**src/rtl/mips_ctrl_pkg.sv**
```systemverilog
// Shared encodings for the multi-cycle MIPS control FSM: opcodes, state enum,
// mux-select encodings and the control word the decoder produces per state.
package mips_ctrl_pkg;

  localparam logic [5:0] OP_RTYPE = 6'b000000;
  localparam logic [5:0] OP_LW    = 6'b100011;
  localparam logic [5:0] OP_SW    = 6'b101011;
  localparam logic [5:0] OP_BEQ   = 6'b000100;
  localparam logic [5:0] OP_J     = 6'b000010;
  localparam logic [5:0] OP_ADDI  = 6'b001000;

  typedef enum logic [3:0] {
    ST_IDLE      = 4'd0,
    ST_FETCH     = 4'd1,
    ST_DECODE    = 4'd2,
    ST_MEM_ADDR  = 4'd3,
    ST_MEM_READ  = 4'd4,
    ST_MEM_WB    = 4'd5,
    ST_MEM_WRITE = 4'd6,
    ST_EXECUTE   = 4'd7,
    ST_R_WB      = 4'd8,
    ST_BRANCH    = 4'd9,
    ST_JUMP      = 4'd10,
    ST_ADDI_EX   = 4'd11,
    ST_ADDI_WB   = 4'd12,
    ST_TRAP      = 4'd13
  } state_e;

  localparam logic [1:0] SRCB_B      = 2'b00;
  localparam logic [1:0] SRCB_FOUR   = 2'b01;
  localparam logic [1:0] SRCB_IMM    = 2'b10;
  localparam logic [1:0] SRCB_IMM_SH = 2'b11;

  localparam logic [1:0] ALUOP_ADD   = 2'b00;
  localparam logic [1:0] ALUOP_SUB   = 2'b01;
  localparam logic [1:0] ALUOP_FUNCT = 2'b10;

  localparam logic [1:0] PCSRC_ALU    = 2'b00;
  localparam logic [1:0] PCSRC_ALUOUT = 2'b01;
  localparam logic [1:0] PCSRC_JUMP   = 2'b10;

  // mem_wait marks states that hold until mem_ready; last marks an instruction's final state
  typedef struct packed {
    logic       pc_write;
    logic       pc_write_cond;
    logic       i_or_d;
    logic       mem_read;
    logic       mem_write;
    logic       ir_write;
    logic       mem_to_reg;
    logic       reg_dst;
    logic       reg_write;
    logic       alu_src_a;
    logic [1:0] alu_src_b;
    logic [1:0] alu_op;
    logic [1:0] pc_source;
    logic       mem_wait;
    logic       last;
  } ctrl_word_t;

  function automatic state_e decode_next(input logic [5:0] op);
    state_e nxt;
    case (op)
      OP_LW, OP_SW: nxt = ST_MEM_ADDR;
      OP_RTYPE:     nxt = ST_EXECUTE;
      OP_BEQ:       nxt = ST_BRANCH;
      OP_J:         nxt = ST_JUMP;
      OP_ADDI:      nxt = ST_ADDI_EX;
      default:      nxt = ST_TRAP;
    endcase
    return nxt;
  endfunction

endpackage

```
**src/rtl/mips_ctrl_decode.sv**
```systemverilog
// Pure combinational state -> control word table (Moore outputs, before
// the mem_ready gating applied by the FSM top).
module mips_ctrl_decode
  import mips_ctrl_pkg::*;
(
  input  state_e     state,
  output ctrl_word_t cw
);

  // Per-state control word; unlisted fields stay at zero
  always_comb begin
    cw = '0;
    case (state)
      ST_FETCH: begin
        cw.mem_read  = 1'b1;
        cw.ir_write  = 1'b1;
        cw.pc_write  = 1'b1;
        cw.alu_src_b = SRCB_FOUR;
        cw.alu_op    = ALUOP_ADD;
        cw.pc_source = PCSRC_ALU;
        cw.mem_wait  = 1'b1;
      end
      ST_DECODE: begin
        cw.alu_src_b = SRCB_IMM_SH;
        cw.alu_op    = ALUOP_ADD;
      end
      ST_MEM_ADDR, ST_ADDI_EX: begin
        cw.alu_src_a = 1'b1;
        cw.alu_src_b = SRCB_IMM;
        cw.alu_op    = ALUOP_ADD;
      end
      ST_MEM_READ: begin
        cw.mem_read = 1'b1;
        cw.i_or_d   = 1'b1;
        cw.mem_wait = 1'b1;
      end
      ST_MEM_WB: begin
        cw.reg_write  = 1'b1;
        cw.mem_to_reg = 1'b1;
        cw.last       = 1'b1;
      end
      ST_MEM_WRITE: begin
        cw.mem_write = 1'b1;
        cw.i_or_d    = 1'b1;
        cw.mem_wait  = 1'b1;
        cw.last      = 1'b1;
      end
      ST_EXECUTE: begin
        cw.alu_src_a = 1'b1;
        cw.alu_src_b = SRCB_B;
        cw.alu_op    = ALUOP_FUNCT;
      end
      ST_R_WB: begin
        cw.reg_write = 1'b1;
        cw.reg_dst   = 1'b1;
        cw.last      = 1'b1;
      end
      ST_BRANCH: begin
        cw.alu_src_a     = 1'b1;
        cw.alu_src_b     = SRCB_B;
        cw.alu_op        = ALUOP_SUB;
        cw.pc_write_cond = 1'b1;
        cw.pc_source     = PCSRC_ALUOUT;
        cw.last          = 1'b1;
      end
      ST_JUMP: begin
        cw.pc_write  = 1'b1;
        cw.pc_source = PCSRC_JUMP;
        cw.last      = 1'b1;
      end
      ST_ADDI_WB: begin
        cw.reg_write = 1'b1;
        cw.last      = 1'b1;
      end
      default: cw = '0;
    endcase
  end

endmodule

```
**src/rtl/mips_multicycle_ctrl.sv**
```systemverilog
// Main control FSM for the multi-cycle MIPS-32 datapath: state register,
// memory stall watchdog, sticky trap and retired-instruction counter.
module mips_multicycle_ctrl
  import mips_ctrl_pkg::*;
#(
  parameter int WAIT_LIMIT = 16,
  parameter int CNT_W      = 32
) (
  input  logic             clk,
  input  logic             rst,
  input  logic [5:0]       opcode,
  input  logic             mem_ready,
  output logic             pc_write,
  output logic             pc_write_cond,
  output logic             i_or_d,
  output logic             mem_read,
  output logic             mem_write,
  output logic             ir_write,
  output logic             mem_to_reg,
  output logic             reg_dst,
  output logic             reg_write,
  output logic             alu_src_a,
  output logic [1:0]       alu_src_b,
  output logic [1:0]       alu_op,
  output logic [1:0]       pc_source,
  output logic [3:0]       state_o,
  output logic             trap,
  output logic [CNT_W-1:0] retired
);

  localparam int STALL_W = (WAIT_LIMIT > 1) ? $clog2(WAIT_LIMIT) : 1;

  state_e             state_r;
  state_e             state_next_s;
  ctrl_word_t         cw_s;
  logic [STALL_W-1:0] stall_cnt_r;
  logic               stall_limit_s;
  logic               advance_s;
  logic               retire_s;
  logic               trap_r;
  logic [CNT_W-1:0]   retired_r;

  mips_ctrl_decode u_decode (
    .state (state_r),
    .cw    (cw_s)
  );

  // Memory states only complete on mem_ready; the watchdog fires on the last allowed stall cycle
  assign advance_s     = ~cw_s.mem_wait | mem_ready;
  assign stall_limit_s = (WAIT_LIMIT != 0) && (stall_cnt_r == STALL_W'(WAIT_LIMIT - 1));
  assign retire_s      = cw_s.last & advance_s;

  // Next-state selection
  always_comb begin
    state_next_s = state_r;
    case (state_r)
      ST_IDLE:   state_next_s = ST_FETCH;
      ST_FETCH, ST_MEM_READ, ST_MEM_WRITE: begin
        if (mem_ready) begin
          if (state_r == ST_FETCH)         state_next_s = ST_DECODE;
          else if (state_r == ST_MEM_READ) state_next_s = ST_MEM_WB;
          else                             state_next_s = ST_FETCH;
        end else if (stall_limit_s) begin
          state_next_s = ST_TRAP;
        end else begin
          state_next_s = state_r;
        end
      end
      ST_DECODE: state_next_s = decode_next(opcode);
      ST_MEM_ADDR: begin
        if (opcode == OP_LW)      state_next_s = ST_MEM_READ;
        else if (opcode == OP_SW) state_next_s = ST_MEM_WRITE;
        else                      state_next_s = ST_TRAP;
      end
      ST_EXECUTE: state_next_s = ST_R_WB;
      ST_ADDI_EX: state_next_s = ST_ADDI_WB;
      ST_MEM_WB, ST_R_WB, ST_BRANCH, ST_JUMP, ST_ADDI_WB: state_next_s = ST_FETCH;
      ST_TRAP:   state_next_s = ST_TRAP;
      default:   state_next_s = ST_IDLE;
    endcase
  end

  // State, stall counter, trap flag and retired counter
  always_ff @(posedge clk or negedge rst) begin
    if (!rst) begin
      state_r     <= ST_IDLE;
      stall_cnt_r <= '0;
      trap_r      <= 1'b0;
      retired_r   <= '0;
    end else begin
      state_r <= state_next_s;
      if (cw_s.mem_wait && !mem_ready && (state_next_s == state_r)) begin
        stall_cnt_r <= stall_cnt_r + STALL_W'(1'b1);
      end else begin
        stall_cnt_r <= '0;
      end
      trap_r <= trap_r | (state_next_s == ST_TRAP);
      if (retire_s) begin
        retired_r <= retired_r + CNT_W'(1'b1);
      end else begin
        retired_r <= retired_r;
      end
    end
  end

  assign pc_write      = cw_s.pc_write & advance_s;
  assign pc_write_cond = cw_s.pc_write_cond;
  assign i_or_d        = cw_s.i_or_d;
  assign mem_read      = cw_s.mem_read;
  assign mem_write     = cw_s.mem_write;
  assign ir_write      = cw_s.ir_write & mem_ready;
  assign mem_to_reg    = cw_s.mem_to_reg;
  assign reg_dst       = cw_s.reg_dst;
  assign reg_write     = cw_s.reg_write;
  assign alu_src_a     = cw_s.alu_src_a;
  assign alu_src_b     = cw_s.alu_src_b;
  assign alu_op        = cw_s.alu_op;
  assign pc_source     = cw_s.pc_source;
  assign state_o       = state_r;
  assign trap          = trap_r;
  assign retired       = retired_r;

endmodule

```
**config.mk**
```make
export PLATFORM = sky130hd
export DESIGN_NAME = mips_multicycle_ctrl
export DESIGN_NICKNAME = d
export VERILOG_FILES = /design/src/rtl/mips_ctrl_pkg.sv /design/src/rtl/mips_ctrl_decode.sv /design/src/rtl/mips_multicycle_ctrl.sv
export SDC_FILE = /design/constraint.sdc
export NUM_CORES = 1
export LEC_CHECK = 0
export BUFFER_PORTS_ARGS = -buffer_cell sky130_fd_sc_hd__buf_2
export CORE_MARGIN = 4
export CORE_UTILIZATION = 45
export DETAILED_ROUTE_END_ITERATION = 8
export PLACE_DENSITY = 0.72
export REMOVE_ABC_BUFFERS = 1
export SLEW_MARGIN = 20
export SYNTH_ARGS = -nofsm -noshare
export SYNTH_HDL_FRONTEND = slang
export SYNTH_SLANG_ARGS = --single-unit
```
**constraint.sdc**
```tcl
create_clock -name clk -period 4.2 [get_ports clk]
set_clock_uncertainty 0.15 [all_clocks]
set_input_delay 1.26 -clock clk [delete_from_list [all_inputs] [get_ports clk]]
set_output_delay 1.26 -clock clk [all_outputs]
set_load 0.01 [all_outputs]
```
==> run metrics <==
Synth Warn # 0; max incr delay on CP 0.20 ns; PortBufs 61; worst-case clock buffer depth 2; Clk pin slew, worst setup/hold paths 0.08 ns; largest net degree at the start of global routing 42; Cell variety after synth 51; CP required 2.79 ns; total track usage 17.0%; Die Y 79.1 um; Core Footprint 4820 sq um; CTS root buffer clkbuf_8; Max Cap Violations 0; Final Hold Fails 0; Power Total 1.34 mW; die area 6260 sq um; Synth area leaders dfrtp_1 45%, xnor2_1 11%, nand3_1 3.7%; synthesized instance count 230; dpl hpwl 3570 um; DRT iter0 DRCs 80; CTS tree done; Pleak 1.35 nW; Synth area leader dfrtp_1; most frequent CP cell buf_2; #FFs+latches synth 41; Max Clock Freq 309 MHz; min Tclk post-route 3.24 ns; DRC errors left 0; initial antenna violation count 0; Worst slew margin 41.1%; hold buffers post-CTS 0; nature of the critical path endpoint output port; Post-synth EDFFs 0; Post-CTS Resized 0; number of global-route vias before repair 1800; fin. max-slew vios 0; vias 1874; WL/cell 13.7 um; Vias/cell 5.29; RSZ-0062 raised after global routing no; gpl congestion 0.790; Die W 79.1 um; most common cell after layout, fill and taps aside buf_2; critical path arrival 1.83 ns; latest clock arrival within the worst-skew pair 0.29 ns; area share of the largest cell type after synthesis 45.1%; Main synth FF type dfrtp_1; Seq/Total Area, Yosys 45.1%; TritonRoute pass-1 iters 4; VDD IR max 0.000293 V; # rows 25; final wirelength 4860 um; Tightest Hold Check Type reg2reg; first-pass GRT wire length 8630 um; commonest cells after routing, fill and taps aside 61 x buf_2, 41 x dfrtp_1, 28 x xnor2_1; H-tree depth 2; P&R area growth vs syn 19.2%; ant diodes 0; number of nets with antenna violations after routing 0; final net count 297; CP max-delay cell a32oi_1; total gr overflow 0; Setup Crit Path Kind in2out; Worst-Margin Slew 0.884 ns; CTS buffer count 5; share of cells above drive strength 1 27.9%; I/O pin cnt 62; Mapped Avg Cell Area 9.90 sq um; pwr/cell area 493 nW/um^2; Worst setup SP type primary input; period utilisation layout 77.2%; status finished clean; Setup TNS 0 ns; CP max FO 10; Post CTS Setup Buffer Count 0; mapped cell area 2280 sq um; clk sinks 41; ys async rst share 100%; critical path cell sequence buf_2 -> a32oi_1 -> nor2_1 -> buf_2; Initial Utilization 47.3%; # setup viols final 0; number of fill cells 441
-- per-layer routing --
layer / track usage, % / part of all wire, %
met1: 24.1 / 48
met2: 26.1 / 46
met3: 3.74 / 5.1
met4: 4.98 / 0.90
met5: 0 / 0
-- registers in the layout, summed over array words and instances, names as in the netlist --
name and flops:
stall_cnt_r 4, state_o 4, retired 32, trap 1
-- path summary, 6_finish.rpt --
kind	from	endpoint	slack, ns	depth (start not counted)
max	mem_ready	pc_write	0.96	4
min	stall_cnt_r[0]	stall_cnt_r[0]	0.32	1
min reg2reg	stall_cnt_r[0]	stall_cnt_r[0]	0.32	1
min in group asynchronous	rst	retired[12]	0.94	1
max reg2reg	state_o[0]	retired[9]	1.88	5
max in group asynchronous	rst	retired[1]	2.41	1
-- stage by stage --
step | hold WS (ns) | worst slack [ns] | instances | area [sq um] | utilization, %
finish | 0.321 | 0.959 | 354 | 2720 | 56.4
global route | 0.342 | 0.905 | 354 | 2720 | 56.4
CTS | 0.324 | 0.962 | 354 | 2720 | 56.4
detailed placement | 0.313 | 0.971 | 346 | 2600 | 53.9
global placement | 0.302 | 0.981 | 346 | 2600 | 53.9
floorplan | 0.283 | 1.27 | 218 | 2210 | -
-- final cells by class --
| type | count | area, sq um | share of cell area (%) |
|---|---|---|---|
| clock buffers | 7 | 86.3 | 3.18 |
| clock inverters | 1 | 30.0 | 1.11 |
| inverters | 3 | 11.3 | 0.415 |
| multi-input cells | 174 | 1170 | 43.2 |
| flip-flops and latches | 41 | 1030 | 37.8 |
| well taps | 67 | 83.8 | 3.09 |
| repair buffers | 61 | 305 | 11.2 |
-- worst max-delay path, delay by kind of cell --
family | cells | cell delay (ns)
buffers and inverters | 2 | 0.31
AO/OA/AOI/OAI | 1 | 0.20
AND/OR/NAND/NOR | 1 | 0.05
-- kinds of logic (layout without fill, tap and decap cells) --
group,count (synthesis),after routing,synth area share [%]
simple gates,106,106,26.8
mux,1,1,0.494
compound gates,31,31,10.0
flops,41,41,45.1
buf+inv,15,72,3.46
fa+ha+maj,2,2,1.10
xor+xnor,34,34,13.1
-- cell usage after synthesis, types with 2 or more instances --
library cell   n
and3_1         9
o211ai_1       2
nor2_1        21
nor3_1         6
nand4_1        9
nand3b_1       2
nand2_1       14
and4_1         4
a21oi_1        6
ha_1           2
nand3_1       17
inv_1          3
dfrtp_1       41
a2111oi_0      2
a31oi_1        2
nand2b_1       6
nor2b_1        6
xnor2_1       28
xor2_1         6
buf_4          2
buf_2          6
a211oi_1       3
o21ai_0        4
buf_1          2
-- power by group --
part / total, mW / internal [mW] / switching (mW)
logic: 0.460 / 0.200 / 0.260
registers: 0.559 / 0.447 / 0.111
clock network: 0.321 / 0.194 / 0.127
total: 1.34 / 0.841 / 0.498
(Power assumes the default switching activity.)
